<file path="config.mk">
export PLATFORM = sky130hd
export DESIGN_NAME = decryption_flat
export DESIGN_NICKNAME = d
export VERILOG_FILES = /design/src/rtl/cipher_pkg.sv /design/src/rtl/decryption_if.sv /design/src/rtl/decryption_round.sv /design/src/rtl/decryption.sv /design/src/flat_wrapper.sv
export SDC_FILE = /design/constraint.sdc
export NUM_CORES = 1
export LEC_CHECK = 0
export CORE_MARGIN = 2
export CORE_UTILIZATION = 35
export CTS_CLUSTER_SIZE = 24
export DETAILED_ROUTE_END_ITERATION = 7
export RECOVER_POWER = 50
export SYNTH_ARGS = -nofsm -noshare
export SYNTH_HDL_FRONTEND = slang
export SYNTH_SLANG_ARGS = --single-unit
</file>
<file path="constraint.sdc">
create_clock -name clock -period 8.5 [get_ports clock]
set_clock_uncertainty 0.05 [all_clocks]
set_input_delay 2.55 -clock clock [delete_from_list [all_inputs] [get_ports clock]]
set_output_delay 2.55 -clock clock [all_outputs]
set_load 0.02 [all_outputs]
</file>
<file path="src/rtl/cipher_pkg.sv">
// Shared cipher definitions for the encryption/decryption pair.
// Default geometry, FSM state encoding and width-generic helper functions.
// The helpers work on a MAX_N-bit word and take the live width as an argument.
// This lets any instance width up to MAX_N reuse them.
package cipher_pkg;

    localparam int N      = 8;
    localparam int ROUNDS = 4;
    localparam int ROT    = 3;

    localparam int MAX_N  = 64;

    typedef logic [MAX_N-1:0] word_t;

    typedef enum logic [1:0] {
        IDLE  = 2'd0,
        ROUND = 2'd1,
        DONE  = 2'd2
    } state_t;

    // Mask selecting the low w bits of a word.
    function automatic word_t width_mask(input int w);
        if (w >= MAX_N) return '1;
        return (word_t'(1) << w) - word_t'(1);
    endfunction

    // Rotate the low w bits of x left by s (taken modulo w).
    function automatic word_t rotl(input word_t x, input int s, input int w);
        word_t xm;
        int    sh;
        xm = x & width_mask(w);
        sh = s % w;
        if (sh == 0) return xm;
        return ((xm << sh) | (xm >> (w - sh))) & width_mask(w);
    endfunction

    // Rotate the low w bits of x right by s (taken modulo w).
    function automatic word_t rotr(input word_t x, input int s, input int w);
        return rotl(x, w - (s % w), w);
    endfunction

    // Round key r is the cipher key rotated left by r modulo the width.
    function automatic word_t round_key(input word_t key, input int r, input int w);
        return rotl(key, r % w, w);
    endfunction

    // MAC carried alongside the ciphertext: rotl(plain, 1) ^ key.
    function automatic word_t mac_calc(input word_t plain, input word_t key, input int w);
        return (rotl(plain, 1, w) ^ key) & width_mask(w);
    endfunction

endpackage

</file>
<file path="src/rtl/decryption_if.sv">
// Bus bundle between the link receiver and the decryptor.
// Optional MAC signals are present only when DECRYPTION_MAC_CHECK_EN is defined.
//
// Handshake: both channels are valid/ready. A beat transfers on a rising clock
// edge where valid and ready are both 1. A producer holds valid and its payload
// steady until that edge. ready may be asserted independently of valid.
interface decryption_if #(parameter int N = 8);

    logic         in_valid;
    logic         in_ready;
    logic [N-1:0] e_data;
    logic [N-1:0] key;
    logic         out_valid;
    logic         out_ready;
    logic [N-1:0] data;
`ifdef DECRYPTION_MAC_CHECK_EN
    logic [N-1:0] e_mac;
    logic         mac_ok;

    modport master (output in_valid, e_data, key, e_mac, out_ready,
                    input  in_ready, out_valid, data, mac_ok);
    modport slave  (input  in_valid, e_data, key, e_mac, out_ready,
                    output in_ready, out_valid, data, mac_ok);
`else
    modport master (output in_valid, e_data, key, out_ready,
                    input  in_ready, out_valid, data);
    modport slave  (input  in_valid, e_data, key, out_ready,
                    output in_ready, out_valid, data);
`endif

endinterface

</file>
<file path="src/rtl/decryption_round.sv">
// One inverse cipher round, purely combinational:
// x_next = rotr((x - k_r) mod 2^N, ROT) ^ k_r, where k_r = rotl(key, r mod N).
module decryption_round #(
    parameter int N   = 8,
    parameter int ROT = 3,
    parameter int RW  = 2
) (
    input  logic [N-1:0]  x,
    input  logic [N-1:0]  key,
    input  logic [RW-1:0] r,
    output logic [N-1:0]  x_next
);
    import cipher_pkg::*;

    word_t k_r;
    word_t diff;

    // Undo the add, then the rotate, then the key XOR of the matching encrypt round.
    always_comb begin
        k_r    = round_key(word_t'(x) & '0 | word_t'(key), int'(r), N);
        diff   = (word_t'(x) - k_r) & width_mask(N);
        x_next = N'(rotr(diff, ROT, N) ^ k_r);
    end

endmodule

</file>
<file path="src/rtl/decryption.sv">
// Iterative decryptor: accepts ciphertext and key, then runs ROUNDS inverse
// rounds (last round first), one per clock, and presents the plaintext.
// Optional MAC check is compiled in with DECRYPTION_MAC_CHECK_EN.
module decryption #(
    parameter int N      = cipher_pkg::N,
    parameter int ROUNDS = cipher_pkg::ROUNDS,
    parameter int ROT    = cipher_pkg::ROT
) (
    input  logic                clock,
    input  logic                reset_n,
    decryption_if.slave         bus,
    output cipher_pkg::state_t  dbg_state
);
    import cipher_pkg::*;

    localparam int CW = (ROUNDS > 1) ? $clog2(ROUNDS) : 1;

    state_t        state_q, state_d;
    logic [CW-1:0] cnt_q;
    logic [N-1:0]  x_q;
    logic [N-1:0]  key_q;
    logic [N-1:0]  x_next;
    logic          accept;

    decryption_round #(.N(N), .ROT(ROT), .RW(CW)) u_round (
        .x      (x_q),
        .key    (key_q),
        .r      (cnt_q),
        .x_next (x_next)
    );

    // Ready only in IDLE and never while reset is held.
    assign bus.in_ready  = (state_q == IDLE) && reset_n;
    assign bus.out_valid = (state_q == DONE);
    assign bus.data      = x_q;
    assign dbg_state     = state_q;
    assign accept        = bus.in_valid && bus.in_ready;

    // Next-state logic: IDLE -> ROUND on accept, ROUND -> DONE after round 0, DONE -> IDLE on consume.
    always_comb begin
        state_d = state_q;
        case (state_q)
            IDLE:    if (accept) state_d = ROUND;
            ROUND:   if (cnt_q == '0) state_d = DONE;
            DONE:    if (bus.out_ready) state_d = IDLE;
            default: state_d = IDLE;
        endcase
    end

    // State register.
    always_ff @(posedge clock or negedge reset_n) begin
        if (!reset_n) state_q <= IDLE;
        else          state_q <= state_d;
    end

    // Working register, latched key and round counter.
    always_ff @(posedge clock or negedge reset_n) begin
        if (!reset_n) begin
            x_q   <= '0;
            key_q <= '0;
            cnt_q <= '0;
        end else if (state_q == IDLE && accept) begin
            x_q   <= bus.e_data;
            key_q <= bus.key;
            cnt_q <= CW'(ROUNDS - 1);
        end else if (state_q == ROUND) begin
            x_q <= x_next;
            if (cnt_q != '0) cnt_q <= cnt_q - 1'b1;
        end
    end

`ifdef DECRYPTION_MAC_CHECK_EN
    logic [N-1:0] e_mac_q;
    logic         mac_ok_q;

    assign bus.mac_ok = mac_ok_q;

    // MAC is judged on the final round output and cleared when the result is consumed.
    always_ff @(posedge clock or negedge reset_n) begin
        if (!reset_n) begin
            e_mac_q  <= '0;
            mac_ok_q <= 1'b0;
        end else if (state_q == IDLE && accept) begin
            e_mac_q  <= bus.e_mac;
            mac_ok_q <= 1'b0;
        end else if (state_q == ROUND && cnt_q == '0) begin
            mac_ok_q <= (N'(mac_calc(word_t'(x_next), word_t'(key_q), N)) == e_mac_q);
        end else if (state_q == DONE && bus.out_ready) begin
            mac_ok_q <= 1'b0;
        end
    end
`endif

endmodule

</file>
<file path="src/flat_wrapper.sv">
// flat-port wrapper written by rule: the top's interface ports become plain ports
module decryption_flat import cipher_pkg::*;
#(
    parameter int N      = cipher_pkg::N,
    parameter int ROUNDS = cipher_pkg::ROUNDS,
    parameter int ROT    = cipher_pkg::ROT
)
  (clock, reset_n, dbg_state, bus_in_valid, bus_e_data, bus_key, bus_out_ready, bus_in_ready, bus_out_valid, bus_data);
  decryption_if #(.N(N)) bus_i ();
  input  logic clock;
  input  logic reset_n;
  output cipher_pkg::state_t dbg_state;
  input wire logic [$bits(bus_i.in_valid)-1:0] bus_in_valid;
  input wire logic [$bits(bus_i.e_data)-1:0] bus_e_data;
  input wire logic [$bits(bus_i.key)-1:0] bus_key;
  input wire logic [$bits(bus_i.out_ready)-1:0] bus_out_ready;
  output wire logic [$bits(bus_i.in_ready)-1:0] bus_in_ready;
  output wire logic [$bits(bus_i.out_valid)-1:0] bus_out_valid;
  output wire logic [$bits(bus_i.data)-1:0] bus_data;
  assign bus_i.in_valid = bus_in_valid;
  assign bus_i.e_data = bus_e_data;
  assign bus_i.key = bus_key;
  assign bus_i.out_ready = bus_out_ready;
  assign bus_in_ready = bus_i.in_ready;
  assign bus_out_valid = bus_i.out_valid;
  assign bus_data = bus_i.data;
  decryption #(.N(N), .ROUNDS(ROUNDS), .ROT(ROT)) u_core (.clock(clock), .reset_n(reset_n), .bus(bus_i), .dbg_state(dbg_state));
endmodule
</file>
# After elaboration in Yosys (flattened, before gate mapping)
# Cells that the tools add are included.
# totals
register_bits	20
word_cells	40
# op_classes
addsub	3
eq_ne	5
shifts	2
mux	12
bitwise_logic	3
n_reduce_logical	11
# op_table
op	n
zero test 32 bit	1
2-to-1 mux 8 bit	4
right shift 8 x 32 -> 8 bit	1
2-to-1 mux 2 bit	6
bitwise OR 8 x 5 -> 8 bit	1
bitwise OR 8 bit	1
left shift 8 x 2 -> 8 bit	1
subtractor 8 bit	1
XOR 8 bit	1
case mux 2 bit (3 select lines)	1
nonzero test 2 bit	3
subtractor 4 x 2 -> 5 bit (first input constant)	1
zero test 2 bit	2
inequality test 2 x 1 -> 1 bit (second input constant)	2
logical AND 1 bit	3
AND reduction 3 bit	1
== test 2 x 1 -> 1 bit (second input constant)	1
== test 2 bit (second input constant)	1
inequality test 2 bit (second input constant)	1
AND reduction 2 bit	1
subtractor 2 x 1 -> 2 bit (second input constant)	1
2-to-1 mux 1 bit	1

# Logic depth before layout (Yosys ltp)
# logic_depth
ltp_word	9
depth_mapped	16
mapped_depth_nobuf	14

# By module
# A second synthesis with hierarchy kept.
# hier_totals
cells_unflattened	162
hier_area_um2	1704.1
# by_module_without_submodules
mod	n_inst	cells_each	area_per_inst_um2	seq_area_each_um2
decryption	1	74	909.6	500.5
decryption_round	1	88	794.5	0.0

# Worst setup path before layout
# OpenSTA, ideal clock, no wires.
# synth_timing
path_type	input-to-output
start	in reset_n
end	out bus_in_ready
arrival_ps	2760
required_ps	5900
path_slack_ps	3140
stages	1
path_buffers	0
path_cell_list	and2_1
# synth_between
elab_chain_len	1
# synth_lines
item	line_no	text
start: declaration	flat_wrapper.sv:11	input logic reset_n;
logical AND 1 bit	decryption.sv:33	assign bus.in_ready = (state_q == IDLE) && reset_n;
end: declaration	flat_wrapper.sv:17	output wire logic [$bits(bus_i.in_ready)-1:0] bus_in_ready;
# No other way between the ends.

# Worst setup path after layout
# Same ends and word-level chain as after synthesis.

==> Implementation_results.wiki <==
{| class="wikitable"
! Metric !! Value
|-
| Outcome || finished clean
|-
| Hold-critical path depth || 1
|-
| Overall fraction of global-route tracks in use || 0.1602
|-
| Maximum number of buffers from clock root to sink || 2
|-
| Worst hold path endpoint || u_core.bus.data[2]$_DFFE_PN0P_
|-
| H-tree level count || 1
|-
| Total clock buffers created by CTS || 3
|-
| Kind of path behind the tightest hold check || reg2reg
|-
| Total number of vias || 1,391
|-
| Final setup violation count || 0
|-
| Number of nets in the final layout || 239
|-
| Syn Nets || 213
|-
| TritonCTS clock tree || yes
|-
| Post-synth EDFFs || 0
|-
| Number of standard-cell rows in the floorplan || 24
|-
| Arrival time reported for the critical path endpoint || about 4.8 ns
|-
| Mean area per synthesized cell || 8.847 sq um
|-
| Number of warnings printed during yosys synthesis || 0
|-
| Slew at the pin with the worst max-slew slack || 1.160 ns
|-
| Cts-stage hold buffer count || 0
|-
| Reg-to-reg startpoint || u_core.cnt_q[0]$_DFFE_PN0P_
|-
| Slew headroom || 0.2268
|-
| Crit Path Class || in2out
|-
| Die span in x || 72.20 um
|-
| Buffers inserted during post-CTS setup optimization || 0
|-
| Number of global-route vias before repair || 1,355
|-
| Signed area change from the synthesized netlist to the final layout || 22.37%
|-
| Vias/cell || 5.330
|-
| Iteration count of the initial detailed-routing pass || 4
|-
| Netlist area before placement || ~0.0016 sq mm
|-
| Number of max-cap violations || 0
|-
| Hold Path Origin || u_core.bus.data[2]$_DFFE_PN0P_
|-
| Remaining antenna violation count after routing || 0
|-
| Number of synthesized register bits || 20
|-
| Number of distinct library cells after synthesis || 45
|-
| Area of all placed cells without fillers || 0.001992 sq mm
|-
| Synthesized netlist cell count || 184
|-
| Sum of negative setup slack || 0 ns
|-
| RSZ-0062 raised after global routing || false
|-
| Global route total overflow || 0
|-
| R2R Path End || u_core.bus.data[2]$_DFFE_PN0P_
|-
| Number of top-level pins || 32
|-
| Drt initial violations || 94
|-
| GPL Wtd Cong || 0.7590
|-
| Final hold violations || 0
|-
| Clock-pin slew reported for the worst setup and hold paths after clock tree synthesis || 0.07 ns
|-
| Total routed wirelength || 3829 um
|-
| Highest clock frequency the design can meet || between 100 and 150 MHz
|-
| Antenna diode instance count || 0
|-
| DIE HEIGHT || 72.20 um
|-
| Final critical-path required period || 7.374 ns
|-
| First-pass GRT wire length || 6555 um
|-
| Fraction of the cycle the final worst path needs || 0.8675
|-
| Proportion of register bits with asynchronous set or reset after synthesis || 1.000
|-
| Starting density of the core || 0.3688
|-
| Largest net degree at the start of global routing || 25
|-
| Top flip-flop cell by instance count after synthesis || sky130_fd_sc_hd__dfrtp_1
|-
| Clock latency on the worst-skew pair || 0.25 ns
|-
| Placed Area || 0.001941 sq mm
|-
| Number of antenna violations at the first check in global routing || 0
|-
| CTS root buffer || sky130_fd_sc_hd__clkbuf_8
|-
| Final Worst Setup Slack || ~1.1 ns
|-
| Number of sinks on the clock net || 20
|-
| Startpoint class of the critical path || input pin
|-
| Number of max-slew violations in the final report || 0
|-
| Layout cell share with drive strength beyond 1 || 0.05263
|-
| Die ar. || 0.005212 sq mm
|-
| HPWL reported at the end of detailed placement || between 2000 and 3000 um
|-
| Crit. End Element || output pin
|-
| Required time of the worst setup path || 5.90 ns
|-
| Sequential share of the synthesized area || 0.3075
|-
| Number of buffer cells added on primary ports || 31
|-
| Reg-to-reg setup timing slack || 4.55 ns
|-
| Maximum fanout encountered on the critical timing path || 24
|-
| Total core area || 0.004414 sq mm
|-
| Number of resized instances in the post-cts repair step || 0
|-
| Number of remaining DRC errors || 0
|-
| Cell count of the worst reg-to-reg path || 12
|-
| Placement-stage worst setup slack || between 1.5 and 2 ns
|-
| WL/cell || 14.67 um
|}
## through the flow
step,hold slack (ns),cells,util
floorplan,0.4919,184,-
global placement,0.4792,257,0.4396
detailed placement,0.4866,257,0.4396
CTS,0.5025,261,0.4521
global route,0.5308,261,0.4512
finish,0.4959,261,0.4512
## cell families after synthesis
| logic type | synth area share |
|---|---|
| multiplexers | 0.08532 |
| adder cells (fa/ha/maj) | 0.07379 |
| flip-flops | 0.3075 |
| buffers and inverters | 0.05918 |
| XOR/XNOR | 0.1038 |
| AO/OA/AOI/OAI | 0.2137 |
| AND/OR/NAND/NOR | 0.1568 |
## worst max-delay path, stage by stage
cell                              delay, ns
sky130_fd_sc_hd__dlygate4sd3_1         0.52
sky130_fd_sc_hd__clkbuf_1              0.85
sky130_fd_sc_hd__and2_1                0.25
sky130_fd_sc_hd__clkdlybuf4s50_1       0.60
## worst max-delay path by stage
stage	startpoint	to	slack (ns)	depth (start not counted)
6_report	reset_n	bus_in_ready	1.13	4
5_1_grt	reset_n	bus_in_ready	0.91	4
4_1_cts	reset_n	bus_in_ready	1.82	4
3_5_place_dp	reset_n	bus_in_ready	1.84	4
3_3_place_gp	reset_n	bus_in_ready	1.82	4
2_1_floorplan	reset_n	bus_in_ready	3.14	1
## metal layers
layer,routed length [um],global-route usage
met2,1682,0.2406
met3,171,0.009722
met4,63,0.05451
met1,1911,0.2443
met5,0,0
## layout by cell type (no fill, tap or decap), types with 3 or more instances in the layout
cell type / n
sky130_fd_sc_hd__nand2b_1: 4
sky130_fd_sc_hd__o22ai_1: 5
sky130_fd_sc_hd__o21ai_0: 5
sky130_fd_sc_hd__xor2_1: 6
sky130_fd_sc_hd__nor2_1: 13
sky130_fd_sc_hd__dfrtp_1: 20
sky130_fd_sc_hd__a21oi_1: 14
sky130_fd_sc_hd__clkdlybuf4s50_1: 24
sky130_fd_sc_hd__nand2_1: 32
sky130_fd_sc_hd__ha_1: 8
sky130_fd_sc_hd__mux2i_1: 9
sky130_fd_sc_hd__inv_1: 6
sky130_fd_sc_hd__xnor2_1: 8
sky130_fd_sc_hd__dlygate4sd3_1: 7
sky130_fd_sc_hd__o21a_1: 3
sky130_fd_sc_hd__o21ai_1: 4
sky130_fd_sc_hd__clkbuf_8: 4
## flip-flops by register name (all words and copies together), names as in the netlist
| name | cells |
|---|---|
| u_core.bus.data | 8 |
| u_core.dbg_state | 2 |
| u_core.key_q | 8 |
| u_core.cnt_q | 2 |
## layout make-up
cell class,count,area (sq um)
Clock buffer,4,55.05
Fill cell,434,2422
Inverter,7,26.28
Multi-Input combinational cell,146,1031
Sequential cell,20,500.5
Tap cell,52,65.06
Timing Repair Buffer,32,314.1
## synthesized netlist by cell type, types with 5 or more instances
cell | count | area share
sky130_fd_sc_hd__nand2_1 | 32 | 0.074
sky130_fd_sc_hd__dfrtp_1 | 20 | 0.31
sky130_fd_sc_hd__a21oi_1 | 14 | 0.043
sky130_fd_sc_hd__nor2_1 | 13 | 0.030
sky130_fd_sc_hd__mux2i_1 | 9 | 0.055
sky130_fd_sc_hd__ha_1 | 8 | 0.061
sky130_fd_sc_hd__xnor2_1 | 8 | 0.043
sky130_fd_sc_hd__inv_1 | 6 | 0.014
sky130_fd_sc_hd__xor2_1 | 6 | 0.032
sky130_fd_sc_hd__buf_2 | 5 | 0.015
sky130_fd_sc_hd__o21ai_0 | 5 | 0.015
sky130_fd_sc_hd__o22ai_1 | 5 | 0.019
Power is left out: the tool's default activity adds up to more than one toggle a clock period on the data nets, which glitch-free logic cannot reach.
